<file path="src/rtl/core_pipe_ctrl_pkg.sv">
// Shared types and constants for the pipeline sequencer: FSM states and
// bypass-select bit positions.
package core_pipe_ctrl_pkg;

    // Sequencer states
    typedef enum logic [1:0] {
        ST_RUN     = 2'd0,
        ST_FLUSH   = 2'd1,
        ST_MEMWAIT = 2'd2
    } pipe_state_e;

    // exe_bp bit positions; a 0 selects the corresponding forward path
    localparam int unsigned M2E_SRC1_MUX = 0;
    localparam int unsigned W2E_SRC1_MUX = 1;
    localparam int unsigned M2E_SRC2_MUX = 2;
    localparam int unsigned W2E_SRC2_MUX = 3;

    // No forwarding on either source
    localparam logic [3:0] BP_NONE = 4'hF;

endpackage

</file>
<file path="src/rtl/core_fwd_unit.sv">
// Combinational register-index compare: next EXE bypass selects and the
// DEC-vs-EXE hit used for load-use detection.
module core_fwd_unit
    import core_pipe_ctrl_pkg::*;
#(
    parameter int unsigned REG_AW = 5
) (
    input  logic [REG_AW-1:0] i_rs1,
    input  logic [REG_AW-1:0] i_rs2,
    input  logic              i_use1,
    input  logic              i_use2,
    input  logic [REG_AW-1:0] i_exe_rd,
    input  logic              i_exe_we,
    input  logic [REG_AW-1:0] i_mem_rd,
    input  logic              i_mem_we,
    input  logic              i_mask,
    output logic [3:0]        o_bp_nxt,
    output logic              o_exe_hit
);

    logic w_m2e1, w_m2e2, w_w2e1, w_w2e2;

    // Index matches against EXE and MEM destinations; x0 never matches
    always_comb begin
        w_m2e1 = i_exe_we && (i_exe_rd != '0) && (i_rs1 == i_exe_rd);
        w_m2e2 = i_exe_we && (i_exe_rd != '0) && (i_rs2 == i_exe_rd);
        w_w2e1 = i_mem_we && (i_mem_rd != '0) && (i_rs1 == i_mem_rd);
        w_w2e2 = i_mem_we && (i_mem_rd != '0) && (i_rs2 == i_mem_rd);
    end

    // Select encoding: the younger (EXE) producer wins over MEM
    always_comb begin
        o_bp_nxt = BP_NONE;
        if (!i_mask) begin
            o_bp_nxt[M2E_SRC1_MUX] = ~w_m2e1;
            o_bp_nxt[W2E_SRC1_MUX] = ~(w_w2e1 & ~w_m2e1);
            o_bp_nxt[M2E_SRC2_MUX] = ~w_m2e2;
            o_bp_nxt[W2E_SRC2_MUX] = ~(w_w2e2 & ~w_m2e2);
        end
        o_exe_hit = (i_use1 & w_m2e1) | (i_use2 & w_m2e2);
    end

endmodule

</file>
<file path="src/rtl/core_pipe_ctrl.sv">
// Pipeline sequencer for the 5-stage core: stage enables/kills, next-PC
// select, registered EXE bypass selects and the L1D wait watchdog.
module core_pipe_ctrl
    import core_pipe_ctrl_pkg::*;
#(
    parameter int unsigned REG_AW     = 5,
    parameter int unsigned MEMWAIT_TO = 256
) (
    input  logic              clk,
    input  logic              rst_n,
    input  logic              dec_val,
    input  logic [REG_AW-1:0] dec_rs1,
    input  logic [REG_AW-1:0] dec_rs2,
    input  logic              dec_use1,
    input  logic              dec_use2,
    input  logic [REG_AW-1:0] exe_rd,
    input  logic              exe_we,
    input  logic              exe_is_load,
    input  logic              exe_brnch_tknn,
    input  logic [REG_AW-1:0] mem_rd,
    input  logic              mem_we,
    input  logic              mem_l1d_val,
    input  logic              l1d_ack,
    input  logic              trap_in,
    output logic              fet_enb,
    output logic              dec_enb,
    output logic              exe_enb,
    output logic              mem_enb,
    output logic              fet_kill,
    output logic              dec_kill,
    output logic              exe_kill,
    output logic              pc_sel,
    output logic [3:0]        exe_bp,
    output logic              err_timeout
);

    localparam int unsigned     CNT_W   = $clog2(MEMWAIT_TO);
    localparam logic [CNT_W-1:0] CNT_MAX = CNT_W'(MEMWAIT_TO - 1);

    pipe_state_e      r_state;
    pipe_state_e      w_state_nxt;
    logic [CNT_W-1:0] r_cnt;
    logic [CNT_W-1:0] w_cnt_inc;
    logic             r_err;
    logic [3:0]       r_bp;
    logic [3:0]       w_bp_nxt;
    logic             w_freeze;
    logic             w_flush;
    logic             w_exe_hit;
    logic             w_load_use;

    core_fwd_unit #(
        .REG_AW (REG_AW)
    ) u_fwd (
        .i_rs1     (dec_rs1),
        .i_rs2     (dec_rs2),
        .i_use1    (dec_use1),
        .i_use2    (dec_use2),
        .i_exe_rd  (exe_rd),
        .i_exe_we  (exe_we),
        .i_mem_rd  (mem_rd),
        .i_mem_we  (mem_we),
        .i_mask    (w_flush),
        .o_bp_nxt  (w_bp_nxt),
        .o_exe_hit (w_exe_hit)
    );

    // Event detection; an ack in the ack cycle lets pending branch/trap be re-evaluated
    always_comb begin
        w_flush    = (r_state == ST_FLUSH);
        w_freeze   = (r_state == ST_MEMWAIT) ? !l1d_ack : (mem_l1d_val && !l1d_ack);
        w_load_use = dec_val && exe_is_load && w_exe_hit && !w_flush;
        w_cnt_inc  = (r_cnt == CNT_MAX) ? r_cnt : r_cnt + CNT_W'(1);
    end

    // Next state and enable/kill decode, priority MEMWAIT > trap > branch > load-use
    always_comb begin
        fet_enb     = 1'b1;
        dec_enb     = 1'b1;
        exe_enb     = 1'b1;
        mem_enb     = 1'b1;
        fet_kill    = 1'b0;
        dec_kill    = 1'b0;
        exe_kill    = 1'b0;
        pc_sel      = 1'b0;
        w_state_nxt = ST_RUN;
        if (!rst_n) begin
            fet_enb  = 1'b0;
            dec_enb  = 1'b0;
            exe_enb  = 1'b0;
            mem_enb  = 1'b0;
            fet_kill = 1'b1;
            dec_kill = 1'b1;
            exe_kill = 1'b1;
        end else if (w_freeze) begin
            fet_enb     = 1'b0;
            dec_enb     = 1'b0;
            exe_enb     = 1'b0;
            mem_enb     = 1'b0;
            w_state_nxt = ST_MEMWAIT;
        end else if (trap_in) begin
            fet_kill = 1'b1;
            dec_kill = 1'b1;
            exe_kill = 1'b1;
        end else if (exe_brnch_tknn) begin
            pc_sel      = 1'b1;
            fet_kill    = 1'b1;
            dec_kill    = 1'b1;
            w_state_nxt = ST_FLUSH;
        end else if (w_load_use) begin
            fet_enb  = 1'b0;
            dec_enb  = 1'b0;
            dec_kill = 1'b1;
        end
    end

    // State, wait counter and sticky timeout flag
    always_ff @(posedge clk or negedge rst_n) begin
        if (!rst_n) begin
            r_state <= ST_RUN;
            r_cnt   <= '0;
            r_err   <= 1'b0;
        end else begin
            r_state <= w_state_nxt;
            if (w_freeze && (r_state == ST_MEMWAIT)) begin
                r_cnt <= w_cnt_inc;
                if (w_cnt_inc == CNT_MAX) begin
                    r_err <= 1'b1;
                end
            end else begin
                r_cnt <= '0;
            end
        end
    end

    // EXE bypass selects follow the D/E register: cleared on kill, held while stalled
    always_ff @(posedge clk or negedge rst_n) begin
        if (!rst_n) begin
            r_bp <= BP_NONE;
        end else if (dec_kill) begin
            r_bp <= BP_NONE;
        end else if (exe_enb) begin
            r_bp <= w_bp_nxt;
        end
    end

    always_comb begin
        exe_bp      = r_bp;
        err_timeout = r_err;
    end

endmodule
</file>
<file path="config.mk">
export PLATFORM = sky130hd
export DESIGN_NAME = core_pipe_ctrl
export DESIGN_NICKNAME = d
export VERILOG_FILES = /design/src/rtl/core_pipe_ctrl_pkg.sv /design/src/rtl/core_fwd_unit.sv /design/src/rtl/core_pipe_ctrl.sv
export SDC_FILE = /design/constraint.sdc
export NUM_CORES = 1
export LEC_CHECK = 0
export ABC_AREA = 0
export CAP_MARGIN = 20
export CORE_ASPECT_RATIO = 1.2
export CORE_MARGIN = 8
export CORE_UTILIZATION = 43
export DETAILED_ROUTE_END_ITERATION = 10
export GPL_TIMING_DRIVEN = 1
export PLACE_DENSITY_LB_ADDON = 0.08
export SYNTH_ARGS = -nofsm -noshare
export SYNTH_HDL_FRONTEND = slang
export SYNTH_SLANG_ARGS = --single-unit
</file>
<file path="constraint.sdc">
create_clock -name clk -period 2.2 [get_ports clk]
set_input_delay 0.33 -clock clk [delete_from_list [all_inputs] [get_ports clk]]
set_output_delay 0.33 -clock clk [all_outputs]
set_load 0.005 [all_outputs]
</file>
[Word level (Yosys, flattened, before mapping)]
Cells that the tools add are included.
Storage, ports and cells
  register bits after elaboration: 15
  output and inout port bits: 13
  logic and storage cells: 71
Cells by class
  add/subtract/negate cells: 1
  eq/ne operators: 8
  mux-type cells: 32
  bitwise gates (word level): 9
  reductions and logical operators: 17
Operators by type and width (number)
  $mux 1: 25
  $eq 5x5->1: 4
  $eq 8x8->1 const B: 2
  $mux 8: 2
  $mux 4: 3
  $logic_and 1x1->1: 11
  $reduce_bool 5->1: 2
  $add 8x1->8 const B: 1
  $and 1x1->1: 4
  $mux 2: 2
  $not 1->1: 4
  $eq 2x1->1 const B: 1
  $eq 2x2->1 const B: 1
  $logic_not 1->1: 2
  $reduce_and 2->1: 1
  $reduce_bool 2->1: 1
  $or 1x1->1: 1

[Logic depth before layout (Yosys ltp)]
  depth after elaboration: 13
  mapped depth: 6

[Cells and area by module]
A second synthesis with hierarchy kept.
Unflattened totals
  cells, all modules: 121
  area, all modules: 1088.5 sq um
By module, submodules not included
  core_pipe_ctrl: times used 1, cells an instance 83, area an instance 798.3 sq um, sequential area each 380.4 sq um
  core_fwd_unit: times used 1, cells an instance 38, area an instance 290.3 sq um, sequential area each 0.0 sq um

[Least setup slack after synthesis]
No wires, ideal clock.
  kind: input port to output port
  start: in exe_rd[1]
  end: out fet_enb
  arrival time: 1.544 ns
  path slack: 0.326 ns
  stages on the path: 6
  cell sequence: or4_1 o21ai_2 nor4_1 a21oi_1 o31a_1 buf_4
Between the ends
  longest elaborated chain between the ends: 12
  elaborated cells between the ends (all ways): 16
  classes of those cells: eq/ne: 2; mux: 5; bitwise: 3; reduce/logical: 6
RTL lines
  start, declared: RTL line core_pipe_ctrl.sv:16  | input logic [REG_AW-1:0] exe_rd,
  $reduce_bool 5->1: RTL line core_fwd_unit.sv:25, core_fwd_unit.sv:26
  $logic_and 1x1->1: RTL line core_fwd_unit.sv:25, core_fwd_unit.sv:26
  $logic_and 1x1->1, on equally long branches: RTL line core_fwd_unit.sv:25, core_fwd_unit.sv:26
  $and 1x1->1: RTL line core_fwd_unit.sv:40  | o_exe_hit = (i_use1 & w_m2e1) | (i_use2 & w_m2e2);
  $or 1x1->1 *: RTL line core_fwd_unit.sv:40
  $logic_and 1x1->1 * (2 in series): RTL line core_pipe_ctrl.sv:72  | w_load_use = dec_val && exe_is_load && w_exe_hit && !w_flush;
  $mux 1 * (5 in series)
  end, declared: RTL line core_pipe_ctrl.sv:25  | output logic fet_enb,
Mark *: on every way between the ends. The rest lies on a longest branch, timed or not.

[Final worst setup path]
  start: in exe_rd[2]
  end: out dec_kill
Between the ends
  longest elaborated chain between the ends: 12
  elaborated cells between the ends (all ways): 16
  classes of those cells: eq/ne: 2; mux: 5; bitwise: 3; reduce/logical: 6
RTL lines
  $reduce_bool 5->1: RTL line core_fwd_unit.sv:25, core_fwd_unit.sv:26
  $logic_and 1x1->1: RTL line core_fwd_unit.sv:25, core_fwd_unit.sv:26
  $logic_and 1x1->1, on equally long branches: RTL line core_fwd_unit.sv:25, core_fwd_unit.sv:26
  $and 1x1->1: RTL line core_fwd_unit.sv:40
  $or 1x1->1 *: RTL line core_fwd_unit.sv:40
  $logic_and 1x1->1 * (2 in series): RTL line core_pipe_ctrl.sv:72
  $mux 1 *: RTL line core_pipe_ctrl.sv:110  | end else if (w_load_use) begin
  $mux 1 *: RTL line core_pipe_ctrl.sv:105  | end else if (exe_brnch_tknn) begin
  $mux 1 *: RTL line core_pipe_ctrl.sv:101  | end else if (trap_in) begin
  $mux 1 *: RTL line core_pipe_ctrl.sv:95  | end else if (w_freeze) begin
  $mux 1 *: RTL line core_pipe_ctrl.sv:87  | if (!rst_n) begin
  end, declared: RTL line core_pipe_ctrl.sv:30  | output logic dec_kill,
Marked as above.

==> metrics.txt <==
worst min-delay path class primary input to asynchronous set/reset pin; CTS root buffer clkbuf_4; area grow syn2layout 61.3%; Netlist cell types 36; Chip Height 72.2 µm; vias in the first global route 1357; Synth Register Bits 15; cell area after synthesis 1130 µm²; DR top layer met4; Worst Path Required 1.87 ns; Final Non-Filler Cells 235; sequential share of the synthesized area 33.6%; Worst IR Drop VDD 227 µV; CTS H-Tree Depth 1; I/O Buffers 44; final period utilization 96.5%; Clock Path Buffers 2; diode count 0; post-synth top area cell dfrtp_1; commonest non-fill, non-tap cell in the layout clkdlybuf4s50_1; mean post-synth cell area 8.21 µm²; M1 WL 1400 µm; Clock Skew 0.00749 ns; P_leak 0.777 nW; GP Congestion 0.906; Syn Inst Count 138; Iteration-0 DRC Markers 92; CP Launch Type primary input; first-pass GRT wire length 5940 µm; Cell Rows 20; commonest non-fill, non-tap cells in the layout clkdlybuf4s50_1, buf_4, nor2_1, nand2_1, dfrtp_1; Final min period 2.12 ns; Core ar. 2530 µm²; Highest Clock Rate 0.471 GHz; ANT nets after route 0; Worst Setup End Kind output pin; Total Routing Usage GR 16.1%; GRT Residual Overflow 0; total CTS buffers 3; nets@finish 236; initial antenna violation count 0; Rel. slew slack 72.0%; Detailed Routing Iterations Pass 1 4; largest net degree at the start of global routing 15; DR WL/cell 15.4 µm; DRC 0; status finished clean; post-synth top area share 24.3%; DP Area 1730 µm²; CP Cell Sequence buf_2 -> or4_4 -> o21ai_4 -> nor4_4 -> a21oi_2 -> buf_4 -> a21oi_1 -> buf_2; Clock Sinks 15; die width 62.8 µm; Via density 5.44; crit path DAT 1.79 ns; Initial Util 44.8%; CP max stage cell or4_4; final hold violations 0; max cap viols 0; Hold-fix buffers, CTS 0; CTS tree done; Area contributors post-synth dfrtp_1, xnor2_1, dfstp_2; met2 WL 1960 µm; dpl hpwl 2830 µm; Crit path largest cell delay 0.53 ns; Fin Setup TNS 0 ns; total power 0.627 mW; yosys synthesis warning count 0; Worst-Skew Late Latency 0.28 ns; die area 4540 µm²; placed cells 229; Worst Reg-to-Reg Cells 6; CTS clock-pin slew for the worst setup and hold paths 0.09 ns; CP dominant cell by count buf_2; final setup vio count 0; Worst Tran Pin Value 0.417 ns; Ports 45; Met3 Wirelength 174 µm; WS Path Type primary input to output pin; share of post-route cells with drive strength above 1 25.7%; final slew viol count 0; Post-Syn Nets 171; Finished Cell Area 1830 µm²; vias 1278; CP Max Fanout 4; final core occ 72.3%; Power Dens Cells 343 nW/µm²; DRT Wirelength 3620 µm
[registers in the layout, indices dropped and copies added, names as in the netlist]
name	count
err_timeout	1
r_state	2
exe_bp	4
r_cnt	8
[cell usage after synthesis]
cell / n
nor2_1: 16
nand2_1: 13
xnor2_1: 13
dfrtp_1: 11
nand3_1: 9
a21oi_1: 8
xor2_1: 8
nor3_1: 7
dfstp_2: 4
inv_1: 4
a211oi_1: 3
nor2b_1: 3
nor3b_1: 3
nor4_1: 3
o21ai_0: 3
a311oi_1: 2
a31oi_1: 2
a41oi_1: 2
buf_2: 2
buf_4: 2
nand2b_1: 2
o21ai_2: 2
or2_2: 2
or4_1: 2
a21o_1: 1
and4_1: 1
clkbuf_1: 1
ha_1: 1
mux2i_1: 1
nand4_1: 1
nor4b_1: 1
o21bai_1: 1
o22ai_1: 1
o31a_1: 1
or3_2: 1
or3b_1: 1
[path summary, 6_finish.rpt]
kind                            from          to  slack, ns
max in group asynchronous      rst_n   exe_bp[1]       1.65
setup reg to reg            r_cnt[0]    r_cnt[0]       0.36
min in group clk              exe_we   exe_bp[2]       0.50
hold reg to reg            exe_bp[1]   exe_bp[1]       0.51
setup / recovery           exe_rd[2]    dec_kill       0.08
hold / removal                 rst_n  r_state[0]      0.009
[through the flow]
| stage | setup slack (ns) | hold WS [ns] |
|---|---|---|
| after floorplan | 0.326 | 0.0344 |
| after global placement | -0.612 | 0.500 |
| after detailed placement | -0.663 | 0.503 |
| after CTS | 0.0209 | 0.00808 |
| after global routing | -0.0377 | 0.00742 |
| final | 0.0766 | 0.00879 |
[layer usage]
layer	track usage, %	vias to the layer above
li1	-	618
met1	15.4	601
met2	31.3	51
met3	2.77	8
met4	10.2	0
met5	0	-
[logic make-up after synthesis]
family | synth area share (%)
XOR/XNOR | 16.2
multiplexers | 0.884
adder cells (fa/ha/maj) | 1.10
AND/OR/NAND/NOR | 29.1
flip-flops | 33.6
buffers and inverters | 3.87
AO/OA/AOI/OAI | 15.2
[critical path, delay by kind of cell]
| family | cells | cell delay (ns) |
|---|---|---|
| AND/OR/NAND/NOR | 2 | 0.62 |
| AO/OA/AOI/OAI | 3 | 0.44 |
| buffers and inverters | 3 | 0.40 |
[area by class of cell]
cell class | count | area (µm²)
Fill cell | 193 | 701
Clock buffer | 4 | 26.3
Inverter | 4 | 15.0
Multi-Input combinational cell | 114 | 798
Sequential cell | 15 | 380
Tap cell | 33 | 41.3
Timing Repair Buffer | 65 | 566
[report_power, final]
part / internal (mW) / switching (mW) / leakage (nW) / total, mW
logic: 0.109 / 0.0871 / 0.568 / 0.196
clock network: 0.0703 / 0.0806 / 0.0150 / 0.151
registers: 0.278 / 0.00176 / 0.195 / 0.280
total: 0.458 / 0.169 / 0.777 / 0.627
[what timing repair did]
item                       in CTS  in global routing
gates resized for setup        50                  8
hold endpoints to repair        0                  0
setup endpoints to repair       5                  6
buffers inserted                2                  1
pin swaps                      13                  9
No activity file was read; power rests on OpenSTA's default activity.
